--- config.mk ---
export PLATFORM = sky130hd
export DESIGN_NAME = apb_rr_arbiter
export DESIGN_NICKNAME = d
export VERILOG_FILES = /design/src/rtl/apb_rr_arbiter.sv
export SDC_FILE = /design/constraint.sdc
export NUM_CORES = 1
export LEC_CHECK = 0
export CAP_MARGIN = 10
export CORE_AREA = 2 2 159 161
export CTS_CLUSTER_DIAMETER = 40
export DETAILED_ROUTE_END_ITERATION = 8
export DIE_AREA = 0 0 161 163
export PLACE_DENSITY = 0.73
export REMOVE_ABC_BUFFERS = 1
export SLEW_MARGIN = 20
export SYNTH_ARGS = -nofsm -noshare
export SYNTH_HDL_FRONTEND = slang
export SYNTH_SLANG_ARGS = --single-unit
--- constraint.sdc ---
create_clock -name pclk -period 1.65 [get_ports pclk]
set_input_delay 0.165 -clock pclk [delete_from_list [all_inputs] [get_ports pclk]]
set_output_delay 0.165 -clock pclk [all_outputs]
set_load 0.005 [all_outputs]
--- src/rtl/apb_rr_arbiter.sv ---
// apb_rr_arbiter: shares one APB master port between NUM_REQ local requesters.
// A round-robin pick is made in IDLE, and the winner's command is latched. The
// block then runs SETUP/ACCESS on the bus and returns a one-cycle done pulse,
// an error flag and, for successful reads, the read data.
// A watchdog aborts an ACCESS phase once it has waited TIMEOUT cycles;
// TIMEOUT = 0 disables the watchdog.
//
// Ports:
//   pclk, preset_n          clock, asynchronous active-low reset
//   req_i/req_write_i       per-requester request level and direction
//   req_addr_i/req_wdata_i  packed per-requester address / write data
//   gnt_o                   one-hot owner during SETUP and ACCESS
//   done_o, err_o           one-cycle completion pulse, error qualifier
//   rdata_o                 data of the last successful read
//   psel_o .. pwdata_o      APB master outputs
//   prdata_i, pready_i,
//   pslverr_i               APB slave responses
module apb_rr_arbiter #(
  parameter int unsigned NUM_REQ = 4,
  parameter int unsigned ADDR_W  = 32,
  parameter int unsigned DATA_W  = 32,
  parameter int unsigned TIMEOUT = 16
) (
  input  logic                        pclk,
  input  logic                        preset_n,
  input  logic [NUM_REQ-1:0]          req_i,
  input  logic [NUM_REQ-1:0]          req_write_i,
  input  logic [NUM_REQ*ADDR_W-1:0]   req_addr_i,
  input  logic [NUM_REQ*DATA_W-1:0]   req_wdata_i,
  output logic [NUM_REQ-1:0]          gnt_o,
  output logic [NUM_REQ-1:0]          done_o,
  output logic                        err_o,
  output logic [DATA_W-1:0]           rdata_o,
  output logic                        psel_o,
  output logic                        penable_o,
  output logic                        pwrite_o,
  output logic [ADDR_W-1:0]           paddr_o,
  output logic [DATA_W-1:0]           pwdata_o,
  input  logic [DATA_W-1:0]           prdata_i,
  input  logic                        pready_i,
  input  logic                        pslverr_i
);

  localparam int unsigned IdxW = (NUM_REQ > 1) ? $clog2(NUM_REQ) : 1;
  localparam int unsigned CntW = (TIMEOUT > 1) ? $clog2(TIMEOUT) : 1;

  typedef enum logic [1:0] {StIdle, StSetup, StAccess} state_e;

  state_e              r_state;
  logic [IdxW-1:0]     r_owner;
  logic [IdxW-1:0]     r_rr;
  logic                r_write;
  logic [ADDR_W-1:0]   r_addr;
  logic [DATA_W-1:0]   r_wdata;
  logic [CntW-1:0]     r_wait;
  logic [NUM_REQ-1:0]  r_done;
  logic                r_err;
  logic [DATA_W-1:0]   r_rdata;

  state_e              w_state_nxt;
  logic [NUM_REQ-1:0]  w_masked;
  logic [IdxW:0]       w_scan;
  logic [IdxW-1:0]     w_pick;
  logic                w_pick_vld;
  logic                w_cmpl;
  logic                w_cmpl_err;
  logic                w_timeout;
  logic [NUM_REQ-1:0]  w_owner_oh;
  logic                w_busy;

  // Round-robin scan starting at r_rr. The requester whose done pulse is
  // showing this cycle is masked so that any other pending requester wins.
  always_comb begin
    w_masked   = req_i & ~r_done;
    w_pick_vld = 1'b0;
    w_pick     = '0;
    w_scan     = '0;
    for (int unsigned i = 0; i < NUM_REQ; i++) begin
      w_scan = {1'b0, r_rr} + (IdxW+1)'(i);
      if (w_scan >= (IdxW+1)'(NUM_REQ)) begin
        w_scan = w_scan - (IdxW+1)'(NUM_REQ);
      end
      if (!w_pick_vld && w_masked[w_scan[IdxW-1:0]]) begin
        w_pick_vld = 1'b1;
        w_pick     = w_scan[IdxW-1:0];
      end
    end
  end

  always_comb begin
    w_owner_oh          = '0;
    w_owner_oh[r_owner] = 1'b1;
  end

  assign w_timeout = (TIMEOUT != 0) && (r_wait == CntW'(TIMEOUT - 1));

  always_comb begin
    w_state_nxt = r_state;
    w_cmpl      = 1'b0;
    w_cmpl_err  = 1'b0;
    unique case (r_state)
      StIdle: begin
        if (w_pick_vld) w_state_nxt = StSetup;
      end
      StSetup: begin
        w_state_nxt = StAccess;
      end
      StAccess: begin
        if (pready_i) begin
          w_cmpl      = 1'b1;
          w_cmpl_err  = pslverr_i;
          w_state_nxt = StIdle;
        end else if (w_timeout) begin
          w_cmpl      = 1'b1;
          w_cmpl_err  = 1'b1;
          w_state_nxt = StIdle;
        end
      end
      default: begin
        w_state_nxt = StIdle;
      end
    endcase
  end

  always_ff @(posedge pclk or negedge preset_n) begin
    if (!preset_n) begin
      r_state <= StIdle;
      r_owner <= '0;
      r_rr    <= '0;
      r_write <= 1'b0;
      r_addr  <= '0;
      r_wdata <= '0;
      r_wait  <= '0;
      r_done  <= '0;
      r_err   <= 1'b0;
      r_rdata <= '0;
    end else begin
      r_state <= w_state_nxt;
      r_done  <= '0;
      r_err   <= 1'b0;
      if (r_state == StIdle && w_pick_vld) begin
        r_owner <= w_pick;
        r_write <= req_write_i[w_pick];
        r_addr  <= req_addr_i[w_pick*ADDR_W +: ADDR_W];
        r_wdata <= req_wdata_i[w_pick*DATA_W +: DATA_W];
      end
      if (r_state == StAccess) begin
        if (w_cmpl) begin
          r_wait <= '0;
          r_done <= w_owner_oh;
          r_err  <= w_cmpl_err;
          r_rr   <= (r_owner == IdxW'(NUM_REQ - 1)) ? '0 : r_owner + 1'b1;
          if (pready_i && !pslverr_i && !r_write) begin
            r_rdata <= prdata_i;
          end
        end else begin
          r_wait <= r_wait + 1'b1;
        end
      end
    end
  end

  // Bus outputs decode from state alone so reset drops them immediately.
  assign w_busy    = (r_state != StIdle);
  assign gnt_o     = w_busy ? w_owner_oh : '0;
  assign psel_o    = w_busy;
  assign penable_o = (r_state == StAccess);
  assign pwrite_o  = w_busy & r_write;
  assign paddr_o   = w_busy ? r_addr : '0;
  assign pwdata_o  = (w_busy && r_write) ? r_wdata : '0;
  assign done_o    = r_done;
  assign err_o     = r_err;
  assign rdata_o   = r_rdata;

endmodule

==> qor.yml, run 1 <==
timing:
  grt_setup_unrepaired: "yes"
  timing.final.hold_violations: 0
  worst_slack_ns: -0.4120
  tightest_slew_ns: 0.6534
  whs_ns: 0.4092
  slew_headroom_pct: 56.44
  min_period_ns: 2.062
  setup_viol: 134
  clock.fmax_mhz: 485.0
  finalCritPeriodShare_pct: 125.0
  fin_skew_ns: 0.01619
  drv_slew: 0
cts:
  clkTransAtPathRegs_ns: 0.09
  root_buffer: "clkbuf_16"
  cts.path.max_buffers: 2
  clock_latency_ns: 0.36
  clock-sinks: 112
  htreeDepth: 3
  cts_tree: "done"
  cts_made_buffers: 9
critical_path:
  rr_endpoint: "r_addr[27]"
  reg2reg_depth: 8
  cp-start-kind: "flip-flop"
  crit_required_ns: 1.86
  endpoint_kind: "flip-flop"
  crit_arrival_ns: 2.27
  crit_fanout: 7
  crit_type: "reg -> reg"
  timing.rr.start: "done_o[0]"
  rrSetupSlack_ns: -0.41
global_route:
  overflow: 0
  grt_pass1_vias: 6933
  grt_pass1_wl_um: 39850
  antenna_found_initial: 0
  grt_max_degree: 113
  grtUsageTotal_pct: 19.84
yosys:
  ys.warnings.count: 0
  synth_top_area_share_pct: 43.46
  avgSynthCellArea_um2: 11.06
  syn-instance-count: 583
  synth_edf_count: 0
  netlist_area_um2: 6449
  ys_seq_area_share_pct: 43.46
  synth.area.top_cells: "dfrtp_1 43%, mux2i_1 20%, o221ai_1 8.8%, mux2_2 5.9%, nand2_1 4.2%"
  synth_seq_cells: 112
  yosys.area.top_type: "dfrtp_1"
  ys.flop_type: "dfrtp_1"
  synthArstFlopShare_pct: 100.0
  synth.distinct_cells: 36
routing:
  wl_per_cell_um: 20.78
  drt_first_iter_violations: 362
  routed_wl_um: 28690
  ant_nets: 0
  drc_errors: 0
  vias: 6731
  first_pass_iters: 5
  vias_per_cell: 4.874
run:
  drv_cap: 0
cells_and_area:
  final_nets: 1352
  n_antenna_cell: 0
  final_util_pct: 52.19
  fin_area_um2: 12880
  area_growth_pct: 99.69
  nFillCells: 2169
  drive_gt1_share_pct: 30.35
hold_path:
  holdPathEnd: "rdata_o[27]"
  min_delay_path_depth: 2
  hold_path.startpoint: "prdata_i[27]"
  hp-class: "in -> reg"
placement:
  place_congestion: 0.8055
  dpl-instance-area_um2: 11140
  portBuffers: 407
  dpl.hpwl_um: 18530
  post-place-ws_ns: -0.6775
pwr:
  power.density_nw_per_um2: 1706
  power_uw: 21970
  p_leak_uw: 0.005614
  vdd_drop_max_mv: 0.8841
run_status:
  violations: "negative setup slack"
  status: "complete, but fails checks"
floorplan:
  dieHeight_um: 163
  core-area_um2: 24670
  die_w_um: 161
  pin_count: 408
  start_util_pct: 26.14
  rows: 58
  die-area_um2: 26240
through the flow:
step,setup TNS (ns),std cells
after floorplan,-336.57,535
after global placement,-36.93,1317
after detailed placement,-40.32,1317
after CTS,-33.20,1359
after global routing,-43.73,1381
final,-33.07,1381
cell type report:
cell class	count	area [µm²]	area share, %
clock buffers	9	225.2	1.749
clock inverters	6	62.56	0.4858
well taps	330	412.9	3.206
repair buffers	501	5577	43.31
inverters	6	35.03	0.2721
multi-input cells	417	3761	29.21
flip-flops and latches	112	2804	21.77
routing by layer:
metal / GRT usage (%) / wire (µm) / part of all wire [%]
met1: 24.37 / 11730 / 41
met2: 35.68 / 14790 / 52
met3: 3.310 / 1689 / 5.9
met4: 5.885 / 481 / 1.7
met5: 0 / 0 / 0
state kept, by name (all words and copies together) (netlist names):
register / cells
rdata_o: 32
r_rr: 2
err_o: 1
r_wait: 4
r_owner: 2
r_addr: 32
r_wdata: 32
done_o: 4
r_write: 1
r_state: 2
critical path, stage by stage (launching register included):
cell      delay (ns)
dfrtp_1         0.43
or4b_4          0.55
o21ai_4         0.09
nor2_4          0.07
buf_12          0.16
buf_6           0.12
buf_16          0.14
mux2i_2         0.19
o221ai_1        0.15
kinds of logic after synthesis:
family / Yosys count / synth area share (%)
AOI/OAI and AO/OA: 83 / 10.90
muxes: 164 / 26.12
and+or+nand+nor: 165 / 13.35
buffers and inverters: 54 / 5.200
adders and majority gates: 5 / 0.9701
DFF: 112 / 43.46
worst max path at each step:
stage	from	to	depth (start not counted)
finish	done_o[0]	r_addr[27]	8
global route	done_o[0]	r_wdata[28]	8
CTS	done_o[0]	r_wdata[28]	8
detailed placement	req_i[2]	r_wdata[1]	7
global placement	req_i[2]	r_wdata[1]	7
floorplan	done_o[2]	r_addr[0]	5
power by group:
part,internal (µW),leakage (µW),switching (µW)
Combinational,8800,0.00409,6110
Clock,1070,0.000142,1170
Sequential,4070,0.00139,763
Total,13900,0.00561,8040
layout by cell type, fill, tap and decap left out, drive strengths merged:
cell	count
or4b	1
clkinv	3
o21ai	10
nand2	73
o41ai	2
nor2	4
nor2b	4
a21o	1
o221ai	65
dlygate4sd3	1
mux2i	130
nand3b	2
nand4	1
clkdlybuf4s50	335
a21oi	2
nor3	1
and2b	1
dlygate4sd2	1
nor3b	2
buf	142
a31oi	1
inv	9
and3	32
o211ai	1
ha	5
clkbuf	31
and2	41
mux2	34
dfrtp	112
or3	1
nand2b	1
a311oi	1
nand3	1
what timing repair did:
action / CTS / global route
resized for setup: 247 / 223
pin swaps: 19 / 44
endpoints found under the setup margin: 138 / 141
hold buffers: 1 / 0
hold endpoints to repair: 112 / 0
buffers inserted: 16 / 13
gates cloned: 10 / 10
Yosys cell counts, drive strengths merged, types with 4 or more instances:
master / instances
clkbuf: 17
ha: 5
and2: 41
and3: 32
nand2: 73
nor2b: 4
buf: 31
nor2: 4
mux2i: 130
o21ai: 10
o221ai: 65
mux2: 34
dfrtp: 112
inv: 6
Power figures use the tool's default switching activity.
==> run 2: changes to the inputs <==
- SKIP_LAST_GASP: not set -> 1
==> run 2 against run 1 <==
Against the previous run: the run still ends with negative setup slack left; final area is 4.0% lower; combinational power is 11% lower; critical path depth stayed put; sequential share of layout area is 0.89 points higher; setup slack worse by 0.013 ns; non-clock buffer count is 11 lower; critical path type unchanged; largest cell class unchanged.
==> qor.yml, run 2 (synthesized netlist as in run 1, its figures left out) <==
cells_and_area:
  area_growth_pct: 91.75
  final_nets: 1341
  layout_commonest_cell: "clkdlybuf4s50_1"
  drive_gt1_share_pct: 20.96
  mostFrequentLayoutCells: "367 x clkdlybuf4s50_1, 112 x dfrtp_1, 109 x mux2i_1"
  final_cells: 1370
  final_util_pct: 50.12
  nFillCells: 2243
  n_antenna_cell: 0
  fin_area_um2: 12370
cts:
  cts.path.max_buffers: 2
  cts_tree: "done"
  root_buffer: "clkbuf_16"
  clock-sinks: 112
  clock_latency_ns: 0.36
  clkTransAtPathRegs_ns: 0.09
  htreeDepth: 3
  cts_made_buffers: 9
placement:
  place_congestion: 0.8055
  portBuffers: 407
  dp_cells: 1317
  dpl.hpwl_um: 18530
  post-place-ws_ns: -0.6775
  dpl-instance-area_um2: 11140
run:
  drv_cap: 0
timing:
  timing.final.hold_violations: 0
  setup_viol: 130
  slew_headroom_pct: 56.04
  worst_slack_ns: -0.4248
  tightest_slew_ns: 0.6594
  drv_slew: 0
  grt_setup_unrepaired: "yes"
  fin_skew_ns: 0.01497
  finalCritPeriodShare_pct: 125.7
  clock.fmax_mhz: 482.0
  min_period_ns: 2.075
global_route:
  use_met1_pct: 24.37
  top_usage_layer: "met2"
  grtUsageTotal_pct: 19.83
  grt_pass1_vias: 6926
  use_met2_pct: 35.62
  grt_max_degree: 113
  antenna_found_initial: 0
  grt_pass1_wl_um: 39840
  met3_usage_pct: 3.361
  overflow: 0
floorplan:
  die_w_um: 161
  start_util_pct: 26.14
  pin_count: 408
  rows: 58
  die-area_um2: 26240
  dieHeight_um: 163
  core-area_um2: 24670
hold_path:
  hp-class: "in -> reg"
critical_path:
  crit_family: "simple AND/OR/NAND/NOR gates"
  crit_arrival_ns: 2.28
  path_common_cell: "buf_12"
  cp_num_buf_inv: 3
  crit_fanout: 7
  slowest_stage: "or4b_4"
  max_stage_delay_ns: 0.55
  crit_type: "reg -> reg"
  path_cells: "or4b_4 -> o21ai_4 -> nor2_4 -> buf_12 -> buf_16 -> buf_12 -> mux2i_1 -> o221ai_1"
  endpoint_kind: "flip-flop"
  cp-start-kind: "flip-flop"
  crit_required_ns: 1.86
routing:
  first_pass_iters: 4
  ant_nets: 0
  vias: 6616
  drt_first_iter_violations: 361
  routed_wl_um: 27910
  vias_per_cell: 4.829
  drc_errors: 0
  wl_per_cell_um: 20.37
pwr:
  vdd_drop_max_mv: 0.8700
  p_leak_uw: 0.005400
  power.density_nw_per_um2: 1645
  power_uw: 20340
run_status:
  violations: "negative setup slack"
  status: "complete, but fails checks"
## run 2: area by class of cell
type / count / area [µm²] / area share [%]
timing repair buffer: 490 / 5291 / 42.79
multi-input combinational: 417 / 3541 / 28.64
sequential: 112 / 2803 / 22.67
tap: 330 / 412.9 / 3.339
clock buffer: 9 / 225.2 / 1.821
clock inverter: 6 / 62.56 / 0.5059
inverter: 6 / 30.03 / 0.2428
## run 2: final timing paths
path | from | to | slack (ns) | cells past startpoint
worst max register to register | done_o[0] | r_wdata[28] | -0.42 | 8
worst min-delay path | prdata_i[15] | rdata_o[15] | 0.41 | 2
worst max-delay path | done_o[0] | r_wdata[28] | -0.42 | 8
max in group asynchronous | preset_n | r_wdata[10] | 0.71 | 3
worst min register to register | r_wdata[1] | r_wdata[1] | 0.48 | 2
min in group asynchronous | preset_n | r_wdata[30] | 0.43 | 3
## run 2: timing repair
item / 4_1_cts / 5_1_grt
gates resized for setup: 187 / 41
endpoints found under the hold margin: 112 / 0
buffers inserted: 16 / 4
endpoints found under the setup margin: 138 / 140
hold buffers: 1 / 0
gates cloned: 10 / 7
pin swaps: 17 / 26
## run 2: per-layer routing
layer  wire length [µm]  part of all wire (%)  vias up
li1                   -                     -     3069
met1              11600                    42     3240
met2              14220                    51      282
met3               1640                   5.9       25
met4                451                   1.6        0
met5                  0                     0        -
## run 2: where the power goes
group	internal (µW)	total, µW	switching (µW)
Sequential	4060	4780	712
Combinational	7690	13300	5660
Clock	1060	2220	1150
## run 2: metrics by stage
| step | hold WS (ns) | setup TNS (ns) |
|---|---|---|
| 2_1_floorplan | -0.1306 | -336.57 |
| 3_3_place_gp | 0.3173 | -36.93 |
| 3_5_place_dp | 0.3154 | -40.32 |
| 4_1_cts | 0.3962 | -39.15 |
| 5_1_grt | 0.4090 | -49.23 |
| 6_report | 0.4122 | -37.86 |
